`config.mk`:
```
export PLATFORM = sky130hd
export DESIGN_NAME = payload_packer
export DESIGN_NICKNAME = d
export VERILOG_FILES = /design/src/rtl/packet_pkg.sv /design/src/rtl/payload_packer.sv
export SDC_FILE = /design/constraint.sdc
export NUM_CORES = 1
export LEC_CHECK = 0
export BUFFER_PORTS_ARGS = -buffer_cell sky130_fd_sc_hd__buf_2
export CELL_PAD_IN_SITES_DETAIL_PLACEMENT = 0
export CELL_PAD_IN_SITES_GLOBAL_PLACEMENT = 1
export CORE_AREA = 2 2 160 162
export DETAILED_ROUTE_END_ITERATION = 8
export DIE_AREA = 0 0 162 164
export PLACE_DENSITY = 0.75
export SKIP_CTS_REPAIR_TIMING = 1
export SLEW_MARGIN = 5
export SYNTH_ARGS = -nofsm -noshare
export SYNTH_HDL_FRONTEND = slang
export SYNTH_SLANG_ARGS = --single-unit
```
`constraint.sdc`:
```
create_clock -name iClk -period 2 [get_ports iClk]
set_clock_uncertainty 0.2 [all_clocks]
set_input_delay 0.1 -clock iClk [delete_from_list [all_inputs] [get_ports iClk]]
set_output_delay 0.1 -clock iClk [all_outputs]
set_load 0.05 [all_outputs]
```
`src/rtl/packet_pkg.sv`:
```
// Shared constants, state type and byte-enable helper for the payload packer.
package packet_pkg;

  localparam int HDR_A_W        = 48;
  localparam int HDR_B_W        = 48;
  localparam int HDR_C_W        = 16;
  localparam int HDR_BYTES      = 14;
  localparam int RESIDUAL_BYTES = 6;

  typedef enum logic [1:0] {
    IDLE  = 2'd0,
    HDR1  = 2'd1,
    BODY  = 2'd2,
    FLUSH = 2'd3
  } packer_state_e;

  // MSB-contiguous mask with n bytes set, n in 0..8
  function automatic logic [7:0] be_from_count(input logic [3:0] n);
    logic [7:0] m;
    m = 8'h00;
    for (int i = 0; i < 8; i++) begin
      if (i < int'(n)) begin
        m[7-i] = 1'b1;
      end else begin
        m[7-i] = 1'b0;
      end
    end
    return m;
  endfunction

endpackage

```
`src/rtl/payload_packer.sv`:
```
// Serialises headers A/B/C plus a 64-bit payload stream onto the packet bus.
// Optional packet counter enabled by defining PACKER_STATS_EN.
module payload_packer
  import packet_pkg::*;
#(
  parameter int COUNT_W = 32
) (
  input  logic               iClk,
  input  logic               iReset,
  input  logic               iHeader_valid,
  output logic               oHeader_ready,
  input  logic [HDR_A_W-1:0] iHeader_A,
  input  logic [HDR_B_W-1:0] iHeader_B,
  input  logic [HDR_C_W-1:0] iHeader_C,
  input  logic               iPayload_valid,
  output logic               oPayload_ready,
  input  logic [63:0]        iPayload,
  input  logic [7:0]         iPayload_byte_enable,
  input  logic               iPayload_last,
  output logic               oValid,
  input  logic               iReady,
  output logic [63:0]        oPacket,
  output logic               oSop,
  output logic               oEop,
  output logic [7:0]         oByte_enable,
  output logic [COUNT_W-1:0] oPacket_count
);

  localparam int RES_W = RESIDUAL_BYTES * 8;

  packer_state_e     r_state;
  logic [RES_W-1:0]  r_hdr_tail;
  logic [RES_W-1:0]  r_residual;
  logic [3:0]        r_last_n;

  logic              w_adv;
  logic              w_hdr_acc;
  logic              w_pay_acc;
  logic [3:0]        w_n;
  logic [63:0]       w_be_mask;
  logic [63:0]       w_pay_m;
  logic [RES_W-1:0]  w_front;

  function automatic logic [3:0] popcount8(input logic [7:0] v);
    logic [3:0] c;
    c = 4'd0;
    for (int i = 0; i < 8; i++) begin
      c = c + {3'd0, v[i]};
    end
    return c;
  endfunction

  // Ready is also held low while reset is asserted
  assign w_adv          = !oValid || iReady;
  assign oHeader_ready  = iReset && (r_state == IDLE) && w_adv;
  assign oPayload_ready = iReset && ((r_state == HDR1) || (r_state == BODY)) && w_adv;
  assign w_hdr_acc      = oHeader_ready && iHeader_valid;
  assign w_pay_acc      = oPayload_ready && iPayload_valid;
  assign w_n            = popcount8(iPayload_byte_enable);

  // Byte mask so bytes outside byte_enable never reach the bus
  always_comb begin
    w_be_mask = 64'd0;
    for (int i = 0; i < 8; i++) begin
      w_be_mask[i*8 +: 8] = {8{iPayload_byte_enable[i]}};
    end
    w_pay_m = iPayload & w_be_mask;
    if (r_state == HDR1) begin
      w_front = r_hdr_tail;
    end else begin
      w_front = r_residual;
    end
  end

  // Packing FSM and output register
  always_ff @(posedge iClk or negedge iReset) begin
    if (!iReset) begin
      r_state      <= IDLE;
      r_hdr_tail   <= '0;
      r_residual   <= '0;
      r_last_n     <= 4'd0;
      oValid       <= 1'b0;
      oSop         <= 1'b0;
      oEop         <= 1'b0;
      oPacket      <= 64'd0;
      oByte_enable <= 8'h00;
    end else if (w_adv) begin
      case (r_state)
        IDLE: begin
          if (w_hdr_acc) begin
            oPacket      <= {iHeader_A, iHeader_B[47:32]};
            oByte_enable <= 8'hFF;
            oValid       <= 1'b1;
            oSop         <= 1'b1;
            oEop         <= 1'b0;
            r_hdr_tail   <= {iHeader_B[31:0], iHeader_C};
            r_state      <= HDR1;
          end else begin
            oPacket      <= 64'd0;
            oByte_enable <= 8'h00;
            oValid       <= 1'b0;
            oSop         <= 1'b0;
            oEop         <= 1'b0;
          end
        end
        HDR1, BODY: begin
          if (w_pay_acc) begin
            oPacket    <= {w_front, w_pay_m[63:48]};
            r_residual <= w_pay_m[47:0];
            r_last_n   <= w_n;
            oValid     <= 1'b1;
            oSop       <= 1'b0;
            if (iPayload_last && (w_n <= 4'd2)) begin
              oByte_enable <= be_from_count(4'd6 + w_n);
              oEop         <= 1'b1;
              r_state      <= IDLE;
            end else if (iPayload_last) begin
              oByte_enable <= 8'hFF;
              oEop         <= 1'b0;
              r_state      <= FLUSH;
            end else begin
              oByte_enable <= 8'hFF;
              oEop         <= 1'b0;
              r_state      <= BODY;
            end
          end else begin
            oPacket      <= 64'd0;
            oByte_enable <= 8'h00;
            oValid       <= 1'b0;
            oSop         <= 1'b0;
            oEop         <= 1'b0;
          end
        end
        FLUSH: begin
          oPacket      <= {r_residual, 16'h0000};
          oByte_enable <= be_from_count(r_last_n - 4'd2);
          oValid       <= 1'b1;
          oSop         <= 1'b0;
          oEop         <= 1'b1;
          r_state      <= IDLE;
        end
        default: begin
          oValid  <= 1'b0;
          r_state <= IDLE;
        end
      endcase
    end else begin
      oValid <= oValid;
    end
  end

`ifdef PACKER_STATS_EN
  logic [COUNT_W-1:0] r_count;

  // Completed-packet counter, wraps naturally
  always_ff @(posedge iClk or negedge iReset) begin
    if (!iReset) begin
      r_count <= '0;
    end else if (oValid && iReady && oEop) begin
      r_count <= r_count + COUNT_W'(1);
    end else begin
      r_count <= r_count;
    end
  end

  assign oPacket_count = r_count;
`else
  assign oPacket_count = '0;
`endif

endmodule

```
==> results.py <==
metrics = {
    "placed_design": {
        "placed_area_um2": 10500,
        "place_congestion": 0.808,
        "port_buffers": 266,
        "hpwl_um": 18400,
    },
    "worst_setup_path": {
        "worstSetupPathType": "in2reg",
        "r2r-start": "r_state[1]$_DFFE_PN0P_",
        "critPathCaptureType": "flop",
        "cp.required_ns": 2.11,
        "start_kind": "input port",
        "timing.rr.end": "oEop$_DFFE_PN0N_",
        "crit_fanout": 3,
        "rrSetupSlack_ns": -0.14,
        "critPathArrivalTime_ns": 3.54,
        "reg2reg_depth": 9,
    },
    "global_routing": {
        "antenna_found_initial": 2,
        "grt_max_degree": 116,
        "grt_pass1_vias": 6992,
        "grt_first_pass_wirelength_um": 39200,
        "overflow": 0,
        "grt.total_usage_pct": 19.2,
    },
    "timing": {
        "tightestPinTransition_ns": 0.665,
        "setup_violations": 86,
        "slew_headroom_pct": 55.7,
        "drv_slew": 0,
        "finalHoldViolCount": 1,
        "finalCriticalPeriod_ns": 3.43,
        "fin_ws_ns": -1.43,
        "fmaxAchievable_ghz": 0.292,
        "rsz0062_at_grt": "true",
        "whs_ns": -0.00886,
        "period_share_pct": 171,
        "setup_tns_ns": -20.20,
    },
    "synth": {
        "yosysWarnings": 0,
        "yosys_register_bits": 177,
        "synth_common_cells": "177 x dfrtp_1, 141 x nand2_1, 68 x nand3_1",
        "syn-cell-area_um2": 8320,
        "synth-xor-area-share_pct": 0.301,
        "syn_area_per_cell_um2": 10.7,
        "ys.flop_type": "dfrtp_1",
        "synthAdderAreaFrac_pct": 2.17,
        "yosysTopAreaCell": "dfrtp_1",
        "synth_edf_count": 0,
        "yosysUniqueCellTypes": 55,
        "async_flop_share_pct": 100,
        "synth_compound_area_share_pct": 15.5,
        "synth_top_family_by_area": "compound AO/OA/AOI/OAI gates",
        "netlist_instances": 778,
        "seq_area_frac_synth_pct": 53.2,
        "yosys.area_share.simple_pct": 13.5,
        "synth.mux.area_fraction_pct": 8.12,
        "yosysMostFrequentCell": "dfrtp_1",
        "synth_area_leaders": "dfrtp_1 53%, mux2_2 8.1%, nand2_1 6.4%",
        "synth_top_area_share_pct": 53.2,
    },
    "die": {
        "initial_core_util_pct": 33.5,
        "core_region_area_um2": 24800,
        "io_pins": 299,
        "fp.dieW_um": 162,
        "die_area_um2": 26600,
        "die_h_um": 164,
        "std_cell_rows": 58,
    },
    "worst_hold_path": {
        "hold_class": "in2reg",
        "min_to": "r_last_n[0]$_DFFE_PN0P_",
        "hp-start": "iPayload_byte_enable[2]",
        "whs_path_depth": 5,
    },
    "drt": {
        "vias": 7930,
        "first_pass_iters": 5,
        "drtIter0Drc": 401,
        "drc": 0,
        "post_drt_wl_per_cell_um": 17.9,
        "wl_um": 28900,
        "antenna_left": 0,
        "viasPerCell": 4.90,
    },
    "clocking": {
        "clock_latency_ns": 0.44,
        "cts_tree": "built",
        "htree_num_levels": 4,
        "clk_pin_slew_ns": 0.08,
        "numCtsBuffers": 17,
        "cts_root_buf": "clkbuf_16",
        "clockBufferDepth": 2,
        "cts.sinks": 177,
    },
    "layout": {
        "nNetsFinal": 1476,
        "final_cell_area_um2": 13800,
        "drive_gt1_share_pct": 44.2,
        "area_growth_pct": 66.4,
        "fill_cells": 2128,
    },
    "job": {
        "drv_cap": 0,
    },
    "power": {
        "ir_drop_v": 0.000530,
        "p_leak_nw": 6.64,
        "power_density_nw_per_um2": 1300,
        "power.total_mw": 18.1,
    },
    "run_status": {
        "status": "finished with violations",
        "violations": "hold timing, setup timing",
    },
}
==> stage by stage <==
stage	instances	setup WS, ns	util, %
final	1617	-1.43	55.8
after global routing	1616	-1.50	55.8
after CTS	1408	-1.44	44.5
after detailed placement	1377	-1.91	42.2
after global placement	1377	-1.84	42.2
after floorplan	809	-1.66	-
==> sequential cells by signal (all words and copies together) (netlist names), 2 cells and up <==
register	cells
oPacket	64
r_hdr_tail	48
r_residual	48
oByte_enable	8
r_last_n	4
r_state	2
==> worst max path at each step <==
stage / start / to / slack [ns] / depth (start not counted)
final: iPayload_byte_enable[0] / oByte_enable[6]$_DFFE_PN0N_ / -1.43 / 14
after global routing: iPayload_byte_enable[0] / oByte_enable[0]$_DFFE_PN0N_ / -1.50 / 14
after CTS: iPayload_byte_enable[0] / oByte_enable[6]$_DFFE_PN0N_ / -1.44 / 14
after detailed placement: iPayload_byte_enable[0] / oByte_enable[6]$_DFFE_PN0N_ / -1.91 / 14
after global placement: iPayload_byte_enable[0] / oByte_enable[6]$_DFFE_PN0N_ / -1.84 / 14
after floorplan: iPayload_byte_enable[0] / oByte_enable[6]$_DFFE_PN0N_ / -1.66 / 13
==> worst max-delay path: stages <==
cell,delay (ns)
buf_8,0.10
fa_1,0.53
inv_1,0.05
fa_1,0.46
fa_1,0.52
inv_2,0.05
ha_4,0.15
fa_2,0.38
xnor2_4,0.21
ha_4,0.15
and2_4,0.15
o2111ai_4,0.15
a2111oi_4,0.38
a22oi_1,0.15
==> report_power, final <==
group | internal (mW) | switching [mW]
Combinational | 3.57 | 5.13
Clock | 1.66 | 1.63
Sequential | 5.12 | 0.949
Total | 10.3 | 7.72
==> area by class of cell <==
class	instances	area, um2	area share [%]
Sequential cell	177	4430	32.0
Timing Repair Buffer	535	4220	30.5
Multi-Input combinational cell	527	4150	30.0
Clock buffer	17	425	3.07
Tap cell	330	413	2.98
Clock inverter	14	140	1.01
Inverter	16	60.1	0.434
Antenna cell	1	2.50	0.0181
==> cells in the final DEF, fill, tap and decap left out, types with 5 or more instances in the layout <==
master,count
a221o_2,20
a221oi_2,5
a221oi_4,7
a22o_1,22
a22oi_1,26
a31oi_1,12
buf_12,16
buf_2,261
buf_4,47
buf_6,10
buf_8,5
clkbuf_16,23
conb_1,32
dfrtp_1,176
dlygate4sd3_1,188
inv_1,12
inv_8,5
mux2_2,60
nand2_1,133
nand2_2,8
nand3_1,29
nand3_2,32
nand3_4,8
nor2_1,30
o21ai_0,20
o22ai_2,13
==> layer usage <==
layer | wire (um) | GRT usage, % | share of wire, %
met1 | 12500 | 25.1 | 43
met5 | 13 | 0 | 0.045
met3 | 1370 | 3.99 | 4.7
met4 | 528 | 6.60 | 1.8
met2 | 14500 | 31.9 | 50
==> logic make-up after synthesis <==
family / after synthesis
muxes: 60
DFF: 177
AOI/OAI and AO/OA: 164
adders and majority gates: 12
and+or+nand+nor: 256
other: 1
buffers and inverters: 106
xor gates and xnor gates: 2
(Power assumes the default switching activity.)
